[config.mk]
export PLATFORM = sky130hd
export DESIGN_NAME = header_strip
export DESIGN_NICKNAME = d
export VERILOG_FILES = /design/src/rtl/header_strip.sv
export SDC_FILE = /design/constraint.sdc
export NUM_CORES = 1
export LEC_CHECK = 0
export CORE_MARGIN = 5
export CORE_UTILIZATION = 51
export CTS_BUF_LIST = sky130_fd_sc_hd__clkbuf_4 sky130_fd_sc_hd__clkbuf_8 sky130_fd_sc_hd__clkbuf_16
export DETAILED_ROUTE_END_ITERATION = 6
export PLACE_DENSITY_LB_ADDON = 0.05
export SETUP_SLACK_MARGIN = 0.4
export SKIP_CTS_REPAIR_TIMING = 1
export SLEW_MARGIN = 20
export SYNTH_ARGS = -nofsm -noshare
export SYNTH_HDL_FRONTEND = slang
export SYNTH_SLANG_ARGS = --single-unit
[constraint.sdc]
create_clock -name CLK -period 2.85 [get_ports CLK]
set_input_delay 0.285 -clock CLK [delete_from_list [all_inputs] [get_ports CLK]]
set_output_delay 0.285 -clock CLK [all_outputs]
set_load 0.05 [all_outputs]
[src/rtl/header_strip.sv]
// H2C header stripper: drops DummyHeader slots, forwards real headers, the
// length word and payload, and regenerates TLAST. Option: HEADER_STRIP_TLAST_CHECK_EN.
module header_strip #(
    parameter int          HeaderMax   = 10,
    parameter logic [63:0] DummyHeader = {8'h01, 56'h0}
) (
    input  logic        CLK,
    input  logic        RST,
    input  logic        S_AXIS_TVALID,
    output logic        S_AXIS_TREADY,
    input  logic        S_AXIS_TLAST,
    input  logic [63:0] S_AXIS_TDATA,
    output logic        M_AXIS_TVALID,
    input  logic        M_AXIS_TREADY,
    output logic        M_AXIS_TLAST,
    output logic [63:0] M_AXIS_TDATA,
    output logic [15:0] PKT_CNT,
    output logic        ERR_SHORT
);

    typedef enum logic [2:0] {
        HDR = 3'b001,
        LEN = 3'b010,
        PAY = 3'b100
    } state_e;

    localparam logic [15:0] SlotLast = 16'(HeaderMax - 1);

    state_e      state_q, state_d;
    logic [15:0] slot_q, slot_d;
    logic [31:0] togo_q, togo_d;
    logic [15:0] pkt_q, pkt_d;
    logic        err_q, err_d;
    logic        valid_q, valid_d;
    logic [63:0] data_q, data_d;
    logic        last_q, last_d;

    logic        hs;
    logic        is_hdr;
    logic        is_dummy;
    logic [31:0] len_w;
    logic        fwd;
    logic        gen_last;
    logic        out_last;
    logic        err_set;

    assign S_AXIS_TREADY = ~valid_q | M_AXIS_TREADY;
    assign hs            = S_AXIS_TVALID & S_AXIS_TREADY;
    assign is_hdr        = S_AXIS_TDATA[63:56] == 8'h01;
    assign is_dummy      = S_AXIS_TDATA == DummyHeader;
    assign len_w         = S_AXIS_TDATA[31:0];

    always_ff @(posedge CLK) begin
        if (RST) begin
            state_q <= HDR;
            slot_q  <= '0;
            togo_q  <= '0;
            pkt_q   <= '0;
            err_q   <= 1'b0;
            valid_q <= 1'b0;
            data_q  <= '0;
            last_q  <= 1'b0;
        end else begin
            state_q <= state_d;
            slot_q  <= slot_d;
            togo_q  <= togo_d;
            pkt_q   <= pkt_d;
            err_q   <= err_d;
            valid_q <= valid_d;
            data_q  <= data_d;
            last_q  <= last_d;
        end
    end

    // A non-header word in HDR is taken as an early length word.
    always_comb begin
        state_d = state_q;
        slot_d  = slot_q;
        togo_d  = togo_q;
        if (hs) begin
            unique case (1'b1)
                state_q[0]: begin
                    if (is_hdr) begin
                        if (slot_q == SlotLast) begin
                            state_d = LEN;
                            slot_d  = '0;
                        end else begin
                            slot_d = slot_q + 16'd1;
                        end
                    end else begin
                        slot_d  = '0;
                        togo_d  = len_w;
                        state_d = (len_w == 32'd0) ? HDR : PAY;
                    end
                end
                state_q[1]: begin
                    togo_d  = len_w;
                    state_d = (len_w == 32'd0) ? HDR : PAY;
                end
                state_q[2]: begin
                    togo_d = togo_q - 32'd1;
                    if (togo_q == 32'd1) begin
                        state_d = HDR;
                    end
                end
                default: begin
                    state_d = HDR;
                end
            endcase
        end
    end

    always_comb begin
        gen_last = 1'b0;
        unique case (1'b1)
            state_q[0]: gen_last = ~is_hdr & (len_w == 32'd0);
            state_q[1]: gen_last = len_w == 32'd0;
            state_q[2]: gen_last = togo_q == 32'd1;
            default:    gen_last = 1'b0;
        endcase

        fwd     = hs & ~(state_q[0] & is_dummy);
        err_set = hs & state_q[0] & ~is_hdr;
`ifdef HEADER_STRIP_TLAST_CHECK_EN
        out_last = gen_last & S_AXIS_TLAST;
        err_set  = err_set | (hs & S_AXIS_TLAST & ~gen_last);
`else
        out_last = gen_last;
`endif

        pkt_d   = (hs & gen_last) ? pkt_q + 16'd1 : pkt_q;
        err_d   = err_q | err_set;
        valid_d = fwd | (valid_q & ~M_AXIS_TREADY);
        data_d  = fwd ? S_AXIS_TDATA : data_q;
        last_d  = fwd ? out_last : last_q;
    end

`ifndef HEADER_STRIP_TLAST_CHECK_EN
    logic unused_tlast;
    assign unused_tlast = S_AXIS_TLAST;
`endif

    assign M_AXIS_TVALID = valid_q;
    assign M_AXIS_TDATA  = data_q;
    assign M_AXIS_TLAST  = last_q;
    assign PKT_CNT       = pkt_q;
    assign ERR_SHORT     = err_q;

endmodule

Yosys cells after proc, flatten, opt, wreduce, memory -nomap -nowiden
Index checks and enable logic that the tools add are counted.
{ "word_totals": {"register_bits": 134, "output_inout_bits": 84, "wordCells": 45} }
{ "op_classes": {"n_addsub": 3, "eq_ne": 5, "mux": 10, "bitwise_logic": 15, "n_reduce_logical": 4} }
{ "op_table": {"columns": ["op", "count"], "rows": [
  ["$pmux 32 s3", 1],
  ["$eq 64x57->1 const B", 1],
  ["$add 16x1->16 const B", 2],
  ["$eq 32x1->1 const B", 1],
  ["$logic_not 32->1", 1],
  ["$mux 16", 2],
  ["$mux 32", 1],
  ["$sub 32x1->32 const B", 1],
  ["$eq 16x4->1 const B", 1],
  ["$mux 3", 3],
  ["$pmux 3 s3", 1],
  ["$and 1x1->1", 8],
  ["$eq 8x1->1 const B", 1],
  ["$not 1->1", 4],
  ["$or 1x1->1", 3],
  ["$pmux 1 s3", 1],
  ["$reduce_and 3->1", 1],
  ["$reduce_bool 3->1", 1],
  ["$mux 2", 1],
  ["$ne 2x2->1 const B", 1],
  ["$reduce_and 2->1", 1]
]} }

Depth between registers and ports, before layout
Gate-level depths: netlist (run 1).
{ "logic_depth": {"ltp_word": 6, "ltp_mapped": 9, "depth_no_buf": 7} }

Worst setup path after synthesis (run 1)
OpenSTA, ideal clock, no wires.
{ "synth_path": {"path_type": "reg-to-reg", "from": "register valid_q (netlist: M_AXIS_TVALID)", "to": "register slot_q[10]", "arrival_ns": 2.298, "required_ns": 2.722, "setup_slack_ns": 0.424, "path_stages_with_launch": 7, "n_path_buf": 1, "period_less_slack_ns": 2.426, "cell_sequence": "dfxtp_1 nor2b_1 inv_1 nand2_1 o31ai_1 clkbuf_1 nor2_1"} }
{ "synth_between": {"elab_chain_cells": 4} }
{ "synth_lines": {"columns": ["element", "line_no", "source"], "rows": [
  ["start, declared", "34", "logic valid_q, valid_d;"],
  ["start signal, assigned", "69", "valid_q <= valid_d;"],
  ["$not 1->1", "47", "assign S_AXIS_TREADY = ~valid_q | M_AXIS_TREADY;"],
  ["$or 1x1->1", "47", null],
  ["net S_AXIS_TREADY", "10", "output logic S_AXIS_TREADY,"],
  ["$and 1x1->1", "48", "assign hs = S_AXIS_TVALID & S_AXIS_TREADY;"],
  ["$reduce_and 2->1 (no source line)", null, null],
  ["end signal, assigned", "65", "slot_q <= slot_d;"],
  ["end, declared", "30", "logic [15:0] slot_q, slot_d;"]
]} }
The timed path passes the listed nets, and every way through them passes these cells.
A chain may end at the register's enable or synchronous reset.

Worst setup path after layout (run 1)
{ "layout_path": {"from": "input S_AXIS_TDATA[63]", "to": "register pkt_q[12] (netlist: PKT_CNT[12])"} }
{ "layout_between": {"elab_chain_cells": 5} }
{ "layout_lines": {"columns": ["element", "line_no", "source"], "rows": [
  ["start, declared", "12", "input logic [63:0] S_AXIS_TDATA,"],
  ["$eq 8x1->1", "49", "assign is_hdr = S_AXIS_TDATA[63:56] == 8'h01;"],
  ["$not 1->1", "116", "state_q[0]: gen_last = ~is_hdr & (len_w == 32'd0);"],
  ["$and 1x1->1", "116", null],
  ["$pmux 1 s3", "115", "unique case (1'b1)"],
  ["$and 1x1->1", "131", "pkt_d = (hs & gen_last) ? pkt_q + 16'd1 : pkt_q;"],
  ["end signal, assigned", "67", "pkt_q <= pkt_d;"],
  ["end, declared", "32", "logic [15:0] pkt_q, pkt_d;"]
]} }
Every way passes these cells.

==> impl_metrics.tcl, run 1 <==
set metrics [dict create \
    path_max_fanout 16 \
    first_global_vias 6703 \
    met2_length_mm 10.1 \
    slew_headroom_pct 32.7 \
    clkLatencyLatePin_ns 0.41 \
    r2r_slack_ns 0.48 \
    rsz0062_at_grt "true" \
    synthMuxAreaShare_pct 13.4 \
    routed_wl_mm 20.7 \
    slowest_stage "or4b_2" \
    cts_tree "done" \
    hold_violations 0 \
    synth_top_family_by_area "simple AND/OR/NAND/NOR gates" \
    power_leakage_uw 0.00355 \
    path_buf_inv 1 \
    drcViolationCount 0 \
    layoutNonFillerInstCount 1172 \
    finalSetupTns_ns 0 \
    design.die.area_um2 16000 \
    critPathTopFamily "compound AO/OA/AOI/OAI gates" \
    final_common_cell "nand2_1" \
    firstDrtPassIters 5 \
    yosysSeqAreaShare_pct 38.9 \
    highest_layer "met4" \
    dp_hpwl_mm 14.5 \
    clock_sinks 134 \
    area_growth_pct 36.5 \
    hp-class "input port to flop" \
    num_antenna_cells 0 \
    outcome "finished, final reports clean" \
    synth-xor-area-share_pct 1.78 \
    viasPerCell 5.87 \
    crit_path_cell_trace "clkdlybuf4s50_1, or4b_2, o21ai_0, a211o_4, a211oi_2, mux2_1" \
    wl_met3_mm 1.69 \
    numPortBuffers 151 \
    required_ns 3.14 \
    gp_congestion 0.937 \
    nNetsFinal 1057 \
    synth_compound_area_share_pct 12.2 \
    routedWlPerCell_um 17.6 \
    worstMarginPinSlew_ns 1.01 \
    grt.overflow.total 0 \
    io_pins 153 \
    final_cell_mix "nand2_1, clkdlybuf4s50_1, dfxtp_1" \
    grt_max_degree 65 \
    cts-htree-levels 4 \
    synth-main-ff-cell "dfxtp_1" \
    max_stage_delay_ns 0.78 \
    row_count 42 \
    synthAdderAreaFrac_pct 0.907 \
    drtAntennaViolNets 0 \
    netlist_area_um2 6900 \
    synth_edf_count 0 \
    synth_cells 826 \
    drive_gt1_share_pct 11.4 \
    core_area_um2 13200 \
    antenna_found_initial 0 \
    fillers 1097 \
    cp-end-kind "flop" \
    worstPathArrival_ns 2.67 \
    skew_ns 0.00682 \
    slew_viol_final 0 \
    yosys_warnings 0 \
    ir_drop_mv 0.457 \
    cap_violations 0 \
    die_y_um 126 \
    path_clk_slew_ns 0.06 \
    start_util_pct 52.1 \
    crit_type "input port to flop" \
    grt_pass1_wl_mm 33.0 \
    place_area_um2 8710 \
    async_flop_share_pct 0 \
    clock_path_buffers 2 \
    total_power_uw 5650 \
    syn-num-nets 900 \
    layout_min_cycle_time_ns 2.38 \
    wl_met1_mm 8.67 \
    cts_buffers 17 \
    grt_usage_pct 25.0 \
    start_kind "input port" \
    max_freq_mhz 420 \
    powerDensity_nw_per_um2 600 \
    dr.first_iter.drc_count 606 \
    synth_simple_gate_area_share_pct 28.6 \
    placed_cells 1137 \
    vias 6875 \
    stdcell_area_um2 9420 \
    ys_ff_latch 134 \
    setup_viol_count_final 0 \
    syn_area_per_cell_um2 8.35 \
    ys_types 64 \
    root_buffer "clkbuf_16" \
    die_w_um 126 \
    post-route-period-util_pct 83.6 \
]
==> tightest hold or removal path, stage by stage <==
cell and delay, ns:
buf_2 0.11, inv_4 0.18, nand2_1 0.12, mux2i_1 0.05
==> worst paths after layout <==
path | from | endpoint | cells past startpoint
max | S_AXIS_TDATA[63] | PKT_CNT[12] | 6
min | RST | PKT_CNT[1] | 4
max reg2reg | togo_q[13] | PKT_CNT[12] | 5
min reg2reg | M_AXIS_TDATA[56] | M_AXIS_TDATA[56] | 2
==> power breakdown <==
part           internal, µW  switching, µW  leakage [µW]  total (µW)
combinational           508            753       0.00214        1260
sequential             1990            120       0.00110        2110
clock                  1480            803      0.000308        2280
total                  3980           1680       0.00355        5650
==> kinds of logic after synthesis <==
kind of cell	count (synthesis)
AO/OA/AOI/OAI	121
flip-flops	134
XOR/XNOR	14
buffers and inverters	68
multiplexers	90
adder cells (fa/ha/maj)	5
AND/OR/NAND/NOR	394
==> cells in the mapped netlist (3+ instances only) <==
cell type,n,share of area [%]
nor3_2,3,0.44
nor4_1,32,2.9
a32oi_1,3,0.38
nor4b_1,4,0.51
nand2_1,157,8.5
nand4_1,25,2.3
a22oi_1,11,1.2
nor2_1,61,3.3
o221ai_1,9,1.1
o21ai_0,16,1.2
and3_1,5,0.45
ha_1,5,0.91
a21oi_1,32,2.3
a31oi_1,8,0.73
o22ai_1,4,0.36
dfxtp_1,134,39
clkbuf_1,42,2.3
inv_1,15,0.82
nor4_4,3,0.93
xnor2_1,12,1.5
or4_1,9,0.98
a21oi_2,8,1.0
buf_2,8,0.58
a21o_1,3,0.33
a211oi_1,4,0.44
mux2i_1,73,11
nor2b_1,20,1.8
mux2_2,7,1.1
buf_6,3,0.49
mux2_1,10,1.6
nor3_1,28,2.0
nand3_1,24,1.7
and2_1,4,0.36
or3_1,5,0.45
==> sequential cells by signal, summed over array words and instances (netlist names) <==
register,cells
ERR_SHORT,1
M_AXIS_TDATA,64
M_AXIS_TLAST,1
M_AXIS_TVALID,1
PKT_CNT,16
slot_q,16
state_q,3
togo_q,32
==> metal layers <==
metal	vias up	GRT usage [%]
li1	3316	-
met1	3270	30.7
met2	265	42.4
met3	24	8.11
met4	0	6.37
met5	-	0
==> per-stage QoR <==
stage / utilization (%) / hold slack, ns / worst slack [ns]
after global placement: 65.8 / 0.442 / 0.0768
after detailed placement: 65.8 / 0.445 / 0.00603
after global routing: 71.1 / 0.437 / 0.352
final: 71.1 / 0.395 / 0.468
after CTS: 70.5 / 0.390 / 0.367
after floorplan: - / 0.427 / 0.424
==> final cells by class <==
class                      count  area [µm²]  area share [%]
sequential                   134        2680            28.5
timing repair buffer         190        1820            19.4
clock buffer                  24         497            5.28
multi-input combinational    625        4010            42.6
inverter                      15        58.8           0.625
clock inverter                 8         121            1.29
tap                          176         220            2.34
(Power assumes the default switching activity.)
==> inputs of run 2 (changes only) <==
--- a/config.mk
+++ b/config.mk
@@ -6,7 +6,7 @@
 export NUM_CORES = 1
 export LEC_CHECK = 0
 export CORE_MARGIN = 5
-export CORE_UTILIZATION = 51
+export CORE_UTILIZATION = 46
 export CTS_BUF_LIST = sky130_fd_sc_hd__clkbuf_4 sky130_fd_sc_hd__clkbuf_8 sky130_fd_sc_hd__clkbuf_16
 export DETAILED_ROUTE_END_ITERATION = 6
 export PLACE_DENSITY_LB_ADDON = 0.05
==> constraint.sdc (replaced) <==
create_clock -name CLK -period 2.05 [get_ports CLK]
set_input_delay 0.205 -clock CLK [delete_from_list [all_inputs] [get_ports CLK]]
set_output_delay 0.205 -clock CLK [all_outputs]
set_load 0.05 [all_outputs]
==> run 2 against run 1 <==
- largest cell class unchanged
- hold slack got worse by 0.31 ns
- the run now ends with negative setup slack left
- setup slack got worse by 0.73 ns
- cell area grew 28%
- critical endpoint is now PKT_CNT[14]
- via count rose by 14%
- cell count up 14%
- clock-buffer cell count shrank 1
- highest routed layer is now met5
- combinational power rose by 110%
==> impl_metrics.tcl, run 2 (same netlist as run 1, synthesis figures left out) <==
set metrics [dict create \
    outcome "finished, violations left" \
    violations "negative setup slack" \
    drtAntennaViolNets 0 \
    largest_reg_flops 64 \
    dp_hpwl_mm 16.1 \
    num_antenna_cells 0 \
    cts_tree "done" \
    grt_pass1_wl_mm 35.0 \
    area_growth_pct 74.4 \
    timing.hold.ws_ns 0.0900 \
    vias 7871 \
    routed_wl_mm 26.5 \
    ir_drop_mv 0.637 \
    post-route-period-util_pct 113 \
    dr.first_iter.drc_count 759 \
    firstDrtPassIters 6 \
    nNetsFinal 1209 \
    total_power_uw 8620 \
    powerDensity_nw_per_um2 716 \
    start_kind "flop" \
    cap_violations 0 \
    layout_min_cycle_time_ns 2.31 \
    grt.overflow.total 0 \
    setup_slack_ns -0.259 \
    cts_buffers 17 \
    row_count 44 \
    rsz0062_at_grt "true" \
    slew_headroom_pct 60.3 \
    power_leakage_uw 0.00630 \
    final_common_cell "nand2_1" \
    grt_usage_pct 24.0 \
    first_global_vias 7050 \
    cp-end-kind "flop" \
    hold_violations 0 \
    gp_congestion 0.898 \
    clock_sinks 134 \
    max_freq_mhz 433 \
    routedWlPerCell_um 19.9 \
    worstMarginPinSlew_ns 0.595 \
    setup_viol_count_final 20 \
    die_y_um 132 \
    core_area_um2 14600 \
    antenna_found_initial 1 \
    clkLatencyLatePin_ns 0.43 \
    clock_path_buffers 2 \
    final_util_pct 82.2 \
    crit_type "flop to flop" \
    required_ns 2.36 \
    hp-class "input port to flop" \
    numPortBuffers 151 \
    design.die.area_um2 17500 \
    die_w_um 132 \
    drive_gt1_share_pct 35.2 \
    grt_max_degree 48 \
    path_max_fanout 7 \
    io_pins 153 \
    viasPerCell 5.91 \
    path_clk_slew_ns 0.06 \
    cts-htree-levels 4 \
    drcViolationCount 0 \
    slew_viol_final 0 \
    skew_ns 0.00637 \
    worstPathArrival_ns 2.62 \
    final_cell_mix "nand2_1, buf_4, dlymetal6s2s_1" \
    root_buffer "clkbuf_16" \
    start_util_pct 47.1 \
]
[run 2: cell types whose count changed in the layout (fill, tap and decap cells not counted), sizes merged]
cell           previous run  this run
buf                      40       190
bufinv                    3         2
clkbuf                   24        37
nand3                    25        26
clkdlybuf4s50           150        13
clkinvlp                  1         2
dlymetal6s2s              0       124
clkinv                    4         5
[run 2: per-stage QoR]
stage	TNS [ns]	worst slack [ns]	instance area [µm²]	std cells
after floorplan	-0.917	-0.0981	7240	826
after global placement	-43.11	-0.601	9820	1257
after detailed placement	-44.77	-0.641	9820	1257
after CTS	-3.76	-0.303	10400	1289
after global routing	-4.58	-0.295	12000	1332
final	-3.47	-0.259	12000	1332
[run 2: worst paths after layout]
path,start,endpoint,slack [ns],cells after the start
max reg2reg,togo_q[4],PKT_CNT[14],-0.26,6
min reg2reg,M_AXIS_TDATA[21],M_AXIS_TDATA[21],0.45,2
max,togo_q[4],PKT_CNT[14],-0.26,6
min,S_AXIS_TDATA[37],M_AXIS_TDATA[37],0.09,3
[run 2: power by group]
| group | total (µW) | internal (µW) | switching, µW | leakage [µW] |
|---|---|---|---|---|
| combinational | 2660 | 1200 | 1460 | 0.00490 |
| clock | 3070 | 1920 | 1150 | 0.000293 |
| sequential | 2880 | 2770 | 115 | 0.00111 |
| total | 8620 | 5880 | 2730 | 0.00630 |
[run 2: final cells by class]
cell class | instances | area, µm²
Multi-Input combinational cell | 626 | 4850
Sequential cell | 134 | 2710
Tap cell | 184 | 230
Inverter | 15 | 71.3
Clock buffer | 23 | 488
Fill cell | 856 | 2610
Timing Repair Buffer | 341 | 3580
Clock inverter | 9 | 100
[run 2: layer usage]
layer,vias to the layer above,part of all wire [%],global-route usage [%]
met4,2,2.7,7.27
met3,70,7.8,7.44
met2,360,50,38.5
li1,3624,-,-
met1,3815,40,31.1
met5,-,0.034,0
[run 2: worst max-delay path, cell delays in order (launching register included)]
cell and delay (ns):
dfxtp_2 0.34, nor4_4 0.38, nand4_1 0.23, or4_4 0.60, buf_12 0.18, a21oi_2 0.13, mux2_1 0.33
